[src/rtl/lcd_cmd_issuer.sv]
`default_nettype none
// ============================================================================
// lcd_cmd_issuer : FIFO-buffered command feeder for the LCD image controller.
// Optional macro LCD_ISSUER_STATS_EN adds issued_cnt.        Rev 1.0
// ============================================================================
module lcd_cmd_issuer #(
  parameter int DEPTH       = 8,
  parameter int ACK_TIMEOUT = 4
) (
  input  logic                    clk,
  input  logic                    reset,
  input  logic [3:0]              host_cmd,
  input  logic                    host_valid,
  output logic                    host_ready,
  output logic [3:0]              lcd_cmd,
  output logic                    lcd_cmd_valid,
  input  logic                    lcd_busy,
  input  logic                    lcd_done,
  output logic [$clog2(DEPTH):0]  fifo_count,
  output logic                    session_done,
  output logic                    err_flag
`ifdef LCD_ISSUER_STATS_EN
  ,
  output logic [7:0]              issued_cnt
`endif
);

  localparam int PW = $clog2(DEPTH);
  localparam int CW = PW + 1;
  localparam int AW = $clog2(ACK_TIMEOUT + 1);
  localparam logic [CW-1:0] FULL_C   = CW'(DEPTH);
  localparam logic [AW-1:0] ACK_LOAD = AW'(ACK_TIMEOUT);

  typedef enum logic [2:0] {
    S_INIT, S_IDLE, S_ISSUE, S_ACK, S_RUN, S_WDONE, S_FIN
  } state_t;

  state_t          state, state_n;
  logic [3:0]      mem [DEPTH];
  logic [PW-1:0]   wr_ptr, rd_ptr;
  logic [CW-1:0]   count;
  logic [AW-1:0]   ack_cnt, ack_n;
  logic            low_seen, low_n;
  logic            is_write;
  logic            timeout_err;
  logic            push_req, push_bad, push_ok, pop;

  assign session_done  = (state == S_FIN);
  assign host_ready    = (count < FULL_C) && !session_done;
  assign push_req      = host_valid && host_ready;
  assign push_bad      = push_req && (host_cmd[3:2] == 2'b11);
  assign push_ok       = push_req && !push_bad;
  assign pop           = (state == S_ISSUE);
  assign lcd_cmd_valid = pop;
  assign fifo_count    = count;

  always_ff @(posedge clk) begin
    if (push_ok) mem[wr_ptr] <= host_cmd;
  end

  always_ff @(posedge clk or posedge reset) begin
    if (reset) begin
      state    <= S_INIT;
      wr_ptr   <= '0;
      rd_ptr   <= '0;
      count    <= '0;
      ack_cnt  <= '0;
      low_seen <= 1'b0;
      is_write <= 1'b0;
      lcd_cmd  <= 4'd0;
      err_flag <= 1'b0;
    end else begin
      state    <= state_n;
      ack_cnt  <= ack_n;
      low_seen <= low_n;
      if (push_ok) wr_ptr <= wr_ptr + PW'(1);
      if (pop)     rd_ptr <= rd_ptr + PW'(1);
      case ({push_ok, pop})
        2'b10:   count <= count + CW'(1);
        2'b01:   count <= count - CW'(1);
        default: count <= count;
      endcase
      // Head is stable from IDLE into ISSUE, so it can be registered one cycle early.
      if (state == S_IDLE && state_n == S_ISSUE) lcd_cmd <= mem[rd_ptr];
      if (pop) is_write <= (lcd_cmd == 4'd0);
      if (push_bad || timeout_err) err_flag <= 1'b1;
    end
  end

  always_comb begin
    state_n     = state;
    ack_n       = ack_cnt;
    low_n       = low_seen;
    timeout_err = 1'b0;
    case (state)
      S_INIT: begin
        low_n = !lcd_busy;
        if (!lcd_busy && low_seen) state_n = S_IDLE;
      end
      S_IDLE: begin
        if (count != '0 && !lcd_busy) state_n = S_ISSUE;
      end
      S_ISSUE: begin
        ack_n   = ACK_LOAD;
        state_n = S_ACK;
      end
      S_ACK: begin
        if (lcd_busy) begin
          state_n = S_RUN;
        end else begin
          ack_n = ack_cnt - AW'(1);
          if (ack_cnt == AW'(1)) begin
            timeout_err = 1'b1;
            state_n     = S_IDLE;
          end
        end
      end
      S_RUN: begin
        if (is_write)      state_n = S_WDONE;
        else if (!lcd_busy) state_n = S_IDLE;
      end
      S_WDONE: begin
        if (lcd_done) state_n = S_FIN;
      end
      S_FIN:   state_n = S_FIN;
      default: state_n = S_INIT;
    endcase
  end

`ifdef LCD_ISSUER_STATS_EN
  always_ff @(posedge clk or posedge reset) begin
    if (reset)                         issued_cnt <= 8'd0;
    else if (pop && issued_cnt != 8'hFF) issued_cnt <= issued_cnt + 8'd1;
  end
`endif

endmodule
`default_nettype wire

[config.mk]
export PLATFORM = sky130hd
export DESIGN_NAME = lcd_cmd_issuer
export DESIGN_NICKNAME = d
export VERILOG_FILES = /design/src/rtl/lcd_cmd_issuer.sv
export SDC_FILE = /design/constraint.sdc
export NUM_CORES = 1
export LEC_CHECK = 0
export ABC_AREA = 1
export CORE_AREA = 5 5 74 76
export CTS_BUF_LIST = sky130_fd_sc_hd__clkbuf_4 sky130_fd_sc_hd__clkbuf_8
export CTS_CLUSTER_DIAMETER = 60
export DETAILED_ROUTE_END_ITERATION = 7
export DIE_AREA = 0 0 79 81
export DONT_BUFFER_PORTS = 1
export GPL_TIMING_DRIVEN = 0
export PLACE_DENSITY = 0.76
export SLEW_MARGIN = 15
export SYNTH_ARGS = -nofsm -noshare
export SYNTH_HDL_FRONTEND = slang
export SYNTH_SLANG_ARGS = --single-unit
[constraint.sdc]
create_clock -name clk -period 2.8 [get_ports clk]
set_input_delay 0.7 -clock clk [delete_from_list [all_inputs] [get_ports clk]]
set_output_delay 0.7 -clock clk [all_outputs]
set_load 0.05 [all_outputs]
==> results.toml <==
[placement]
place_area_mm2 = 0.00259
numPortBuffers = 0
dp_hpwl_mm = 3.37
gp_congestion = 0.797
dp_cells = 305

[clock_tree]
cts_sinks = 55
postCtsSetupBuffers = 0
clock-root-buffer = "clkbuf_8"
cts-resized-gates = 0
clk_latency_ns = 0.31
cts_buffers = 5
clkTransAtPathRegs_ns = 0.09
cts_buffer_depth = 2
h-tree-depth = 2
cts_tree = "built"
ctsHoldBuffers = 0

[floorplan]
die_w_um = 79
ios = 21
die_area_mm2 = 0.00640
initial_core_util = 0.541
core_area_mm2 = 0.00466
num_rows = 25
die_h_um = 81

[power]
total_power_uw = 2970
peakVddDrop_mv = 0.600
power.leakage_uw = 0.00115
powerDensity_mw_per_mm2 = 1100

[grt]
grt_pass1_vias = 1642
antenna_found_initial = 0
gr-total-overflow = 0
grt_max_degree = 24
grt_pass1_wl_mm = 7.70
grt.total_usage = 0.163

[critical_path]
cp_top_family = "simple AND/OR/NAND/NOR gates"
arrival_ns = 2.67
crit_slowest_cell = "dfrtp_1"
crit_path_max_incr_delay_ns = 0.40
crit_start = "state[1]"
worst-path-buf-inv = 2
r2r-start = "state[1]"
crit_path_start_kind = "flop"
worstSetupPathType = "flop to flop"
critPathRequiredTime_ns = 3.03
crit_path_cell_trace = "inv_1 > nor2_4 > nand2_1 > inv_2 > ha_1 > nor2_1 > nor2_1 > ha_1 > a21oi_1 > or2_2 > a31oi_1"
crit_fanout = 9
worst_setup_path_end_kind = "flop"

[finish]
fin_area_mm2 = 0.00271
stdcell_count = 313
fin_nets = 274
num_antenna_cells = 0
fillers = 384
area_growth_pct = 7.35
layout-drive-gt1-share = 0.0927

[hold_path]
hp-class = "primary input to asynchronous set/reset pin"

[synth]
synth_top_cell_area_share = 0.381
synth_area_leader_cell = "edfxtp_1"
ys_ff_latch = 55
synth_most_common_cell = "nand2_1"
synthTopCellsByArea = "edfxtp_1, dfrtp_1, nand2_1"
synth_area_per_cell_um2 = 10.0
synth_commonest_cells = "nand2_1, nand3_1, edfxtp_1"
syn-num-nets = 267
synth_edf_count = 32
syn-cell-area_mm2 = 0.00252
ys_types = 29
async_flop_share = 0.418
ys_seq_area_frac = 0.610
synth_cells = 251
synthFlopType = "edfxtp_1"
yosys_warnings = 0

[sta]
drv_slew = 0
min_period_ns = 2.44
setup_violations = 0
tns_ns = 0
tightest_slew_ns = 0.880
holdWs_ns = 0.457
rsz0062_at_grt = "no"
max_freq_mhz = 411
hold_viol_final = 0
slew_headroom = 0.413
finClkSkew_ns = 0.00923
finalCritPeriodShare = 0.870

[run]
drv_cap = 0

[route]
drtIter0Drc = 119
drt-total-wl_mm = 4.49
first_pass_iters = 4
drcViolationCount = 0
vias = 1619
via_per_inst = 5.17
route.detailed.wl_per_inst_um = 14.4
ant_nets = 0

[outcome]
status = "finished, final reports clean"
## sequential cells by signal, indices dropped and copies added, names as in the netlist
signal and flops:
err_flag 1, state 3, low_seen 1, fifo_count 4, rd_ptr 3, wr_ptr 3
mem 32, lcd_cmd 4, ack_cnt 3, is_write 1
## power breakdown
group / leakage (uW) / switching [uW] / internal (uW)
Combinational: 0.000524 / 667 / 352
Clock: 0.0000612 / 243 / 289
Sequential: 0.000562 / 369 / 1050
## worst reg2reg max path: stages (launching register included)
cell,delay [ns]
dfrtp_1,0.40
inv_1,0.12
nor2_4,0.14
nand2_1,0.16
inv_2,0.35
ha_1,0.28
nor2_1,0.05
nor2_1,0.20
ha_1,0.17
a21oi_1,0.05
or2_2,0.32
a31oi_1,0.12
## final cells by class
| cell class | instances | area, um2 | share of cell area |
|---|---|---|---|
| flip-flops and latches | 55 | 1540 | 0.568 |
| multi-input cells | 167 | 867 | 0.321 |
| inverters | 25 | 93.8 | 0.0347 |
| clock buffers | 6 | 82.6 | 0.0305 |
| well taps | 54 | 67.6 | 0.0250 |
| clock inverters | 2 | 35.0 | 0.0130 |
| plain buffers | 4 | 22.5 | 0.00833 |
## worst paths after layout
kind | endpoint | slack [ns] | depth (start not counted)
max | fifo_count[2] | 0.36 | 11
min | wr_ptr[0] | 0.46 | 1
max reg2reg | fifo_count[2] | 0.36 | 11
min reg2reg | ack_cnt[2] | 0.50 | 2
max in group asynchronous | rd_ptr[1] | 1.80 | 1
min in group clk | mem[0][1] | 0.48 | 0
## metal layers
metal / vias up / global-route usage / part of all wire
met5: - / 0 / 0
met4: 0 / 0.0704 / 0.019
met3: 6 / 0.0499 / 0.040
met2: 24 / 0.264 / 0.48
met1: 736 / 0.202 / 0.46
li1: 853 / - / -
## stage by stage
step                setup WS [ns]   util
floorplan                   0.631      -
global placement            0.418  0.555
detailed placement          0.392  0.555
CTS                         0.373  0.580
global route                0.155  0.580
finish                      0.364  0.580
## placed cells by master (no fill, tap or decap), types with 3 or more instances in the layout
cell	count
a21oi_1	4
buf_2	3
clkbuf_8	6
dfrtp_1	23
edfxtp_1	32
ha_1	7
inv_1	22
nand2_1	68
nand3_1	37
nand4_1	4
nor2_1	15
nor2_2	5
o21a_1	4
o21ai_0	6
xor2_1	3
## cells by family (layout without fill, tap and decap cells)
group                    after synthesis  after routing  synth area share
buffers and inverters                 29             37            0.0462
flip-flops                            55             55             0.610
AO/OA/AOI/OAI                         18             18            0.0432
adder cells (fa/ha/maj)                7              7            0.0348
XOR/XNOR                               4              4            0.0139
AND/OR/NAND/NOR                      138            138             0.252
No activity file was read; power rests on OpenSTA's default activity.
